--- config.mk ---
export PLATFORM = sky130hd
export DESIGN_NAME = pingpong_memory_buffer
export DESIGN_NICKNAME = d
export VERILOG_FILES = /design/src/rtl/pingpong_buffer_pkg.sv /design/src/rtl/pingpong_memory_buffer_bank.sv /design/src/rtl/pingpong_memory_buffer.sv
export SDC_FILE = /design/constraint.sdc
export NUM_CORES = 1
export LEC_CHECK = 0
export ABC_AREA = 1
export BUFFER_PORTS_ARGS = -buffer_cell sky130_fd_sc_hd__buf_2
export CAP_MARGIN = 5
export CORE_MARGIN = 2
export CORE_UTILIZATION = 50
export CTS_BUF_LIST = sky130_fd_sc_hd__clkbuf_4 sky130_fd_sc_hd__clkbuf_8
export CTS_CLUSTER_SIZE = 12
export DETAILED_ROUTE_END_ITERATION = 7
export PLACE_DENSITY_LB_ADDON = 0.1
export SYNTH_ARGS = -nofsm -noshare
export SYNTH_HDL_FRONTEND = slang
export SYNTH_SLANG_ARGS = --single-unit
--- constraint.sdc ---
create_clock -name clk -period 10.6 [get_ports clk]
set_input_delay 1.06 -clock clk [delete_from_list [all_inputs] [get_ports clk]]
set_output_delay 1.06 -clock clk [all_outputs]
set_load 0.02 [all_outputs]
--- src/rtl/pingpong_buffer_pkg.sv ---
// pingpong_buffer_pkg: shared types and limits for the double-buffered operand fetch
package pingpong_buffer_pkg;
    localparam int ADDR_BITS = 64;
    localparam int LENGTH_BITS = 5;
    localparam int REPEAT_BITS = 12;
    localparam int MAX_OUTSTANDING = 8;
    typedef enum logic [1:0] {BANK_FREE, BANK_FILLING, BANK_DRAINING} bank_state_t;
    typedef enum logic {MODE_RR, MODE_BCAST} mode_e;
    typedef struct packed {
        logic [ADDR_BITS-1:0] address;
        logic [LENGTH_BITS-1:0] length;
        logic [REPEAT_BITS-1:0] repeats;
        mode_e mode;
    } bank_desc_t;
endpackage

--- src/rtl/pingpong_memory_buffer_bank.sv ---
// operand_bank: operand storage written one memory beat at a time, read one vector at a time
module operand_bank #(
    parameter int DATA_WIDTH = 8,
    parameter int N = 4,
    parameter int M = 16,
    parameter int P = 4
) (
    input  logic clk,
    input  logic write_enable,
    input  logic [$clog2(M*N/P)-1:0] write_beat,
    input  logic [P*DATA_WIDTH-1:0] write_data,
    input  logic [$clog2(M)-1:0] read_vector,
    output logic [N*DATA_WIDTH-1:0] read_data
);
    localparam int BPV = N / P;
    localparam int BEATS = M * BPV;
    localparam int BEAT_IDX = $clog2(BEATS);
    logic [P*DATA_WIDTH-1:0] mem [BEATS];
    always_ff @(posedge clk)
        if (write_enable) mem[write_beat] <= write_data;
    for (genvar j = 0; j < BPV; j++) begin : g_rd
        assign read_data[j*P*DATA_WIDTH +: P*DATA_WIDTH] = mem[BEAT_IDX'(32'(read_vector) * BPV + j)];
    end
endmodule

--- src/rtl/pingpong_memory_buffer.sv ---
// pingpong_memory_buffer: two operand banks; one fills from memory while the other replays to the processors
module pingpong_memory_buffer
    import pingpong_buffer_pkg::*;
#(
    parameter int DATA_WIDTH = 8,
    parameter int N = 4,
    parameter int M = 16,
    parameter int P = 4,
    parameter int NUM_PROCESSORS = 4,
    parameter int ID_BITS = $clog2(NUM_PROCESSORS),
    parameter int MEMORY_ADDRESS_BITS = ADDR_BITS,
    parameter int LEN_BITS = $clog2(M + 1),
    parameter int REP_BITS = REPEAT_BITS
) (
    input  logic clk,
    input  logic reset,
    input  logic instruction_valid,
    output logic instruction_ready,
    input  logic [MEMORY_ADDRESS_BITS-1:0] address_input,
    input  logic [LEN_BITS-1:0] length_input,
    input  logic [REP_BITS-1:0] repeats_input,
    input  logic mode_input,
    output logic memory_req_valid,
    input  logic memory_req_ready,
    output logic [MEMORY_ADDRESS_BITS-1:0] memory_address,
    input  logic memory_rsp_valid,
    input  logic [P*DATA_WIDTH-1:0] memory_data,
    output logic processor_input_valid,
    input  logic [NUM_PROCESSORS-1:0] processor_input_ready,
    output logic [ID_BITS-1:0] processor_input_id,
    output logic [N*DATA_WIDTH-1:0] processor_input_data,
    output logic last
);
    localparam int BPV = N / P;
    localparam int BEATS = M * BPV;
    localparam int BEAT_IDX = $clog2(BEATS);
    localparam int BEAT_CNT = $clog2(BEATS + 1);
    localparam int VEC_IDX = $clog2(M);
    localparam int OUT_BITS = $clog2(MAX_OUTSTANDING + 1);

    bank_desc_t desc [2];
    bank_state_t state [2];
    logic [1:0] alloc, issuing, filling, write_enable;
    logic head, fill_bank, rsp_bank, fill_any, alloc_bank;
    logic [BEAT_CNT-1:0] req_cnt [2];
    logic [BEAT_CNT-1:0] beats [2];
    logic [OUT_BITS-1:0] outstanding;
    logic [LEN_BITS-1:0] d_vec;
    logic [ID_BITS-1:0] d_id;
    logic [REP_BITS-1:0] d_pass;
    logic [N*DATA_WIDTH-1:0] read_data [2];
    logic req_fire, rsp_take, keep, eligible, bcast, fire, vec_done, rep_end, final_xfer;

    always_comb begin
        for (int i = 0; i < 2; i++) begin
            issuing[i] = alloc[i] && 32'(req_cnt[i]) < 32'(desc[i].length) * BPV;
            filling[i] = alloc[i] && 32'(beats[i]) < 32'(desc[i].length) * BPV;
            state[i] = !alloc[i] ? BANK_FREE : filling[i] ? BANK_FILLING : BANK_DRAINING;
        end
    end

    // head is always the oldest loaded bank, so fill and response routing both prefer it
    assign instruction_ready = state[0] == BANK_FREE || state[1] == BANK_FREE;
    assign alloc_bank = state[0] != BANK_FREE;
    assign keep = instruction_valid && instruction_ready && length_input != '0 && repeats_input != '0;
    assign fill_any = issuing[head] || issuing[~head];
    assign fill_bank = issuing[head] ? head : ~head;
    assign rsp_bank = filling[head] ? head : ~head;
    assign memory_req_valid = fill_any && 32'(outstanding) < MAX_OUTSTANDING;
    assign memory_address = fill_any ? MEMORY_ADDRESS_BITS'(desc[fill_bank].address + ADDR_BITS'(32'(req_cnt[fill_bank]) * P)) : '0;
    assign req_fire = memory_req_valid && memory_req_ready;
    assign rsp_take = memory_rsp_valid && outstanding != '0 && filling != 2'b00;
    assign write_enable = {rsp_take && rsp_bank, rsp_take && !rsp_bank};

    assign eligible = d_pass != '0 || 32'(beats[head]) >= (32'(d_vec) + 1) * BPV;
    assign processor_input_valid = alloc[head] && eligible;
    assign bcast = desc[head].mode == MODE_BCAST;
    assign processor_input_id = processor_input_valid && !bcast ? d_id : '0;
    assign processor_input_data = processor_input_valid ? read_data[head] : '0;
    assign last = processor_input_valid && 32'(d_vec) + 1 == 32'(desc[head].length);
    assign fire = processor_input_valid && (bcast ? &processor_input_ready : processor_input_ready[d_id]);
    assign vec_done = fire && (bcast || 32'(d_id) == NUM_PROCESSORS - 1);
    assign rep_end = vec_done && last;
    assign final_xfer = rep_end && 32'(d_pass) + 1 == 32'(desc[head].repeats);

    for (genvar b = 0; b < 2; b++) begin : g_bank
        operand_bank #(.DATA_WIDTH(DATA_WIDTH), .N(N), .M(M), .P(P)) u_bank (
            .clk(clk),
            .write_enable(write_enable[b]),
            .write_beat(beats[b][BEAT_IDX-1:0]),
            .write_data(memory_data),
            .read_vector(d_vec[VEC_IDX-1:0]),
            .read_data(read_data[b])
        );
    end

    always_ff @(posedge clk) begin
        if (reset) begin
            alloc <= '0;
            head <= 1'b0;
            outstanding <= '0;
            d_vec <= '0;
            d_id <= '0;
            d_pass <= '0;
            req_cnt <= '{default: '0};
            beats <= '{default: '0};
        end else begin
            outstanding <= outstanding + OUT_BITS'(req_fire) - OUT_BITS'(rsp_take);
            if (req_fire) req_cnt[fill_bank] <= req_cnt[fill_bank] + 1'b1;
            if (rsp_take) beats[rsp_bank] <= beats[rsp_bank] + 1'b1;
            if (fire) begin
                d_id <= vec_done ? '0 : d_id + 1'b1;
                if (vec_done) d_vec <= rep_end ? '0 : d_vec + 1'b1;
                if (rep_end) d_pass <= final_xfer ? '0 : d_pass + 1'b1;
            end
            if (final_xfer) begin
                alloc[head] <= 1'b0;
                head <= ~head;
            end else if (keep && !alloc[head])
                head <= alloc_bank;
            if (keep) begin
                alloc[alloc_bank] <= 1'b1;
                desc[alloc_bank] <= '{address: ADDR_BITS'(address_input), length: LENGTH_BITS'(length_input),
                                      repeats: REPEAT_BITS'(repeats_input), mode: mode_e'(mode_input)};
                req_cnt[alloc_bank] <= '0;
                beats[alloc_bank] <= '0;
            end
        end
    end
endmodule
# --- Word-level counts from Yosys, hierarchy flattened ---
# Memories as Yosys holds them, arrays and structs flattened. A register that Yosys moved wholly into a read port is not among the register bits.
# Index checks and enable logic that the tools add are counted.
classes:
  n_addsub: 10
  mul: 0
  div: 0
  n_lt_le_gt_ge: 19
  eq_ne: 3
  n_shift: 0
  muxes: 71
  n_bitwise: 11
  reduce_logical: 45
op_table:
  columns: ["op", "n"]
  rows:
  - ["$mux W32", 4]
  - ["$mux W5", 13]
  - ["$add A64 B7 Y64", 1]
  - ["$mux W64", 1]
  - ["$mux W10", 6]
  - ["$ge A5 B32 Y1", 1]
  - ["$logic_and A1 B1 Y1", 26]
  - ["$mux W1", 25]
  - ["$reduce_bool A12 Y1", 2]
  - ["$and A10 B10 Y10", 2]
  - ["$bwmux W10", 2]
  - ["$lt A5 B5 Y1", 4]
  - ["$mux W2", 9]
  - ["$mux W4", 4]
  - ["$add A5 B1 Y5 const B", 3]
  - ["$demux W5 S1", 3]
  - ["$add A12 B1 Y13 const B", 1]
  - ["$eq A13 B12 Y1", 1]
  - ["$add A12 B1 Y12 const B", 1]
  - ["$mux W12", 1]
  - ["$not A10 Y10", 1]
  - ["$ge A2 B2 Y1 const B", 4]
  - ["$not A1 Y2", 4]
  - ["$add A5 B1 Y6 const B", 1]
  - ["other kinds (24)", 39]
word_totals:
  register_bits: 46
  latchBits: 0
  mem_bits_rw: 1188
  romBits: 0
  in_bits: 123
  output_inout_bits: 102
  wordCells: 172
  mem_count: 3
mem_list:
  columns: ["name", "depth", "width", "read_ports", "rd_clocked_by_memory_dff", "write_ports", "line_no", "text"]
  rows:
  - ["g_bank[0].u_bank.mem", 16, 32, 1, 1, 1, "pingpong_memory_buffer_bank.sv:18", "logic [P*DATA_WIDTH-1:0] mem [BEATS];"]
  - ["g_bank[1].u_bank.mem", 16, 32, 1, 1, 1, "pingpong_memory_buffer_bank.sv:18", null]
  - ["desc", 2, 82, 4, 1, 1, "pingpong_memory_buffer.sv:41", "bank_desc_t desc [2];"]

# --- Longest topological paths before layout ---
depth:
  depth_word: 15
  depth_mapped: 26
  depth_no_buf: 23

# --- Hierarchy ---
# Synthesis repeated with hierarchy kept, for this count alone.
hier_totals:
  cells_unflattened: 5924
  hier_area_um2: 57241.1
by_module_without_submodules:
  columns: ["mod", "n_inst", "cells_per_inst", "area_each_um2", "seq_area_each_um2"]
  rows:
  - ["operand_bank (g_bank[1].u_bank)", 1, 2090, 22096.2, 15374.7]
  - ["operand_bank (g_bank[0].u_bank)", 1, 2088, 22089.9, 15374.7]
  - ["pingpong_memory_buffer", 1, 1746, 13055.0, 5865.6]

# --- Least setup slack after synthesis ---
# No wires, ideal clock.
synth_timing:
  path_type: "input-to-reg"
  startpoint: "input reset"
  endpoint: "memory desc[1][0] in the netlist's numbering, enable pin"
  setup_time_ps: 625
  arrival_time_ps: 6913
  required_ps: 9975
  setup_slack_ps: 3062
  cell_stages: 2
  path_buffers: 1
  cell_sequence: "clkbuf_1 nor3_1"
synth_between:
  elab_chain_len: 2
synth_lines:
  columns: ["item", "line_no", "text"]
  rows:
  - ["start: declaration", "pingpong_memory_buffer.sv:16", "input logic reset,"]
  - ["$mux W1", "pingpong_memory_buffer.sv:98", "if (reset) begin"]
  - ["$mux W1 (not written as such)", "pingpong_memory_buffer.sv:123", "desc[alloc_bank] <= '{address: ADDR_BITS'(address_input), length: LENGTH_BITS'(length_input),"]
  - ["end: declaration", "pingpong_memory_buffer.sv:41", null]
# No other way between the ends.

==> impl_metrics.tcl <==
set metrics [dict create \
    dpl.hpwl_um 85600 \
    worstSetupPathType "reg2out" \
    die_area_mm2 0.109 \
    synth_edf_count 1188 \
    max_frequency_mhz 156 \
    fin_tns_setup_ns 0 \
    synthesis.area_mm2 0.0533 \
    setup.reg_to_reg.worst_slack_ns 6.40 \
    routed_wirelength_um 158000 \
    required_ns 9.54 \
    drtAntennaViolNets 0 \
    drt-wirelength-per-cell_um 24.3 \
    power_density_mw_per_mm2 171 \
    setup_failing_eps_final 0 \
    maxSlewHeadroom_pct 28.4 \
    period_minus_slack_ns 6.42 \
    tritoncts_clock_tree "done" \
    worstPathMaxFanout 66 \
    worst_setup_hold_path_clk_slew_ns 0.07 \
    drt_pass1_iterations 5 \
    core-area_mm2 0.106 \
    cts_inserted_buffers 200 \
    cp-end-kind "primary output" \
    timing.clock.skew_ns 0.0208 \
    timing.rr.start "beats[2]" \
    post_cts_resize_count 0 \
    via_count_of_the_first_global_routing_pass 35066 \
    crit-reg2reg-capture "g_bank[1].u_bank.mem[8][0]" \
    cts_max_path_buffers 3 \
    kind_of_launch_point_of_the_worst_setup_path "register" \
    utilization_pct 56.7 \
    synth_cells 4705 \
    design.final.nets 5096 \
    overflow 0 \
    die-width_um 330 \
    ys_dominant_reg_cell "sky130_fd_sc_hd__edfxtp_1" \
    critical_path.startpoint "desc[1][16]" \
    clock_tree.htree_level_count 4 \
    synth_cell_type_count 51 \
    post_route_cells_drive_above_1_share_pct 14.7 \
    grt_antenna_before_repair 16 \
    wl_met3_um 11300 \
    rsz0062_at_grt "false" \
    die_h_um 330 \
    post-cts-setup-buffer-count 0 \
    route.met2.wl_um 75600 \
    worstSkewPairLatency_ns 0.88 \
    grt_first_pass_wirelength_um 228000 \
    design_area_mm2 0.0598 \
    critical_path_arrival_ns 5.36 \
    postCtsHoldBufs 0 \
    post_dp_cell_area_mm2 0.0559 \
    timing.reg2reg.worst_path_depth 10 \
    worst_slew_pin_slew_ns 1.07 \
    crit_path_end "memory_address[44]" \
    status "finished clean" \
    cts.sinks 1239 \
    drc_errors 0 \
    largest_net_degree_at_the_start_of_global_routing 185 \
    io_buffer_count 224 \
    dp_worst_setup_slack_ns 5.10 \
    io_pins 225 \
    power.ir.vdd_worst_uv 157 \
    top_layer_used "met5" \
    layout_worst_path_cycle_share_pct 60.5 \
    globalRouteTotalUtil_pct 28.5 \
    met1Wirelength_um 65900 \
    drt_iter0_markers 3838 \
    gp_congestion 0.967 \
    drv_slew 0 \
    synth-seq-cells 1239 \
    start_util_pct 50.5 \
    ys_seq_area_share_pct 68.9 \
    setup_ws_ns 4.18 \
    synth_async_sr_flop_share_pct 0 \
    drt-vias-per-instance 5.81 \
    syn-num-nets 4865 \
    cap_violations 0 \
    yosys_warnings 0 \
    route.vias.total 37722 \
    timing.final.hold_violations 0 \
    cts_root_buffer "sky130_fd_sc_hd__clkbuf_8" \
    floorplan.rows 119 \
    area_delta_synth_final_pct 12.3 \
    power.static_leakage_uw 0.0218 \
    synth.avg_cell_area_um2 11.3 \
    most_frequent_cells_in_the_layout "sky130_fd_sc_hd__nand2_1 (1350), sky130_fd_sc_hd__edfxtp_1 (1188), sky130_fd_sc_hd__a21oi_1 (580), sky130_fd_sc_hd__nor2_1 (249), sky130_fd_sc_hd__inv_1 (225)" \
    most_common_cell_after_layout_fill_and_taps_aside "sky130_fd_sc_hd__nand2_1" \
    hold_path_class "in2reg" \
]
## cells in the mapped netlist (2+ instances only)
master	number	area share (%)
sky130_fd_sc_hd__a211oi_1	37	0.52
sky130_fd_sc_hd__edfxtp_1	1188	67
sky130_fd_sc_hd__ha_1	36	0.85
sky130_fd_sc_hd__o211ai_1	10	0.14
sky130_fd_sc_hd__nand2_1	1351	9.5
sky130_fd_sc_hd__o31ai_1	32	0.45
sky130_fd_sc_hd__o21ai_2	7	0.12
sky130_fd_sc_hd__nor3_1	19	0.18
sky130_fd_sc_hd__o21a_1	4	0.056
sky130_fd_sc_hd__or2_2	8	0.094
sky130_fd_sc_hd__nor3b_1	2	0.028
sky130_fd_sc_hd__nand4_1	28	0.33
sky130_fd_sc_hd__xnor2_1	4	0.066
sky130_fd_sc_hd__buf_8	2	0.056
sky130_fd_sc_hd__a22oi_1	64	0.90
sky130_fd_sc_hd__nand3_2	3	0.056
sky130_fd_sc_hd__buf_2	11	0.10
sky130_fd_sc_hd__buf_1	20	0.14
sky130_fd_sc_hd__inv_2	17	0.12
sky130_fd_sc_hd__xor2_1	22	0.36
sky130_fd_sc_hd__nand2_4	4	0.085
sky130_fd_sc_hd__nor2_4	5	0.11
sky130_fd_sc_hd__nor3_2	6	0.11
sky130_fd_sc_hd__nor2_2	21	0.25
sky130_fd_sc_hd__dfxtp_1	51	1.9
sky130_fd_sc_hd__nor4_1	4	0.047
sky130_fd_sc_hd__buf_4	2	0.028
sky130_fd_sc_hd__buf_6	8	0.17
sky130_fd_sc_hd__clkbuf_1	216	1.5
sky130_fd_sc_hd__nor2_1	282	2.0
sky130_fd_sc_hd__nand3b_1	6	0.085
sky130_fd_sc_hd__o311ai_0	69	1.1
sky130_fd_sc_hd__a32o_1	13	0.24
sky130_fd_sc_hd__o21ai_0	98	0.92
sky130_fd_sc_hd__nand3_1	99	0.93
sky130_fd_sc_hd__inv_1	227	1.6
sky130_fd_sc_hd__o21ai_1	20	0.19
sky130_fd_sc_hd__nand2_2	29	0.34
sky130_fd_sc_hd__a21oi_1	580	5.4
sky130_fd_sc_hd__a221o_1	54	1.0
sky130_fd_sc_hd__a221oi_1	32	0.53
sky130_fd_sc_hd__mux2i_1	5	0.094
## cell families after synthesis
logic type	after synthesis	share of synthesized area, %
XOR/XNOR	27	0.470
AO/OA/AOI/OAI	1023	11.7
buffers and inverters	503	3.74
multiplexers	5	0.0939
adder cells (fa/ha/maj)	37	0.883
flip-flops	1239	68.9
AND/OR/NAND/NOR	1871	14.2
## report_power, final
part	total, uW	switching (uW)	internal [uW]
clock network	4050	1880	2170
registers	5460	26.5	5430
logic	715	532	183
total	10200	2440	7790
## sequential cells by signal, summed over array words and instances (netlist names), named ones only
| register | count |
|---|---|
| g_bank.u_bank.mem | 1024 |
| req_cnt | 10 |
| alloc | 2 |
| d_vec | 5 |
| head | 1 |
| outstanding | 4 |
| d_pass | 12 |
| d_id | 2 |
| desc | 164 |
| beats | 10 |
## worst min path at each step
stage                                  from  slack (ns)  cells after the start     endpoint
after global routing      address_input[54]        0.32                      1  desc[1][72]
after CTS                        mode_input        0.29                      1   desc[0][0]
after detailed placement         req_cnt[5]        0.46                      2   req_cnt[5]
after floorplan                  req_cnt[5]        0.44                      2   req_cnt[5]
after global placement           req_cnt[5]        0.45                      2   req_cnt[5]
final                     address_input[10]        0.36                      1  desc[1][28]
## critical path: stages (launching register included)
cell	delay, ns
sky130_fd_sc_hd__edfxtp_1	0.35
sky130_fd_sc_hd__inv_1	0.07
sky130_fd_sc_hd__ha_1	0.27
sky130_fd_sc_hd__nand2_1	0.06
sky130_fd_sc_hd__nor2_1	0.10
sky130_fd_sc_hd__nand2_1	0.09
sky130_fd_sc_hd__nand3_2	0.11
sky130_fd_sc_hd__nand2_4	0.09
sky130_fd_sc_hd__nand2_4	0.40
sky130_fd_sc_hd__buf_4	0.62
sky130_fd_sc_hd__nand2_1	0.10
sky130_fd_sc_hd__nand2_1	0.08
sky130_fd_sc_hd__nand2_1	0.10
sky130_fd_sc_hd__nand2_1	0.09
sky130_fd_sc_hd__inv_1	0.04
sky130_fd_sc_hd__ha_1	0.18
sky130_fd_sc_hd__nor2_1	0.25
sky130_fd_sc_hd__inv_1	0.11
sky130_fd_sc_hd__nand3_1	0.10
sky130_fd_sc_hd__nand2_1	0.26
sky130_fd_sc_hd__nand2_1	0.15
sky130_fd_sc_hd__nor2_1	0.05
sky130_fd_sc_hd__nor3_1	0.49
sky130_fd_sc_hd__buf_2	0.27
## cell type report
| cell class | instances | area, um^2 |
|---|---|---|
| Tap cell | 1391 | 1740 |
| Clock buffer | 292 | 3470 |
| Multi-Input combinational cell | 2963 | 14900 |
| Inverter | 244 | 941 |
| Sequential cell | 1239 | 36700 |
| Clock inverter | 70 | 424 |
| Timing Repair Buffer | 288 | 1650 |
| Fill cell | 8864 | 45700 |
| Antenna cell | 8 | 20.0 |
## per-stage QoR
| step | power (uW) | hold slack [ns] | std cells |
|---|---|---|---|
| CTS | 10300 | 0.291 | 6487 |
| global route | 10600 | 0.319 | 6493 |
| global placement | 6270 | 0.450 | 6125 |
| detailed placement | 6270 | 0.457 | 6125 |
| floorplan | 5990 | 0.441 | 4705 |
| finish | 10200 | 0.364 | 6495 |
## metal layers
layer / vias to the layer above / track usage, %
li1: 17300 / -
met1: 18553 / 39.3
met2: 1539 / 46.2
met3: 322 / 4.59
met4: 8 / 9.74
met5: - / 0
No activity file was read; power rests on OpenSTA's default activity.
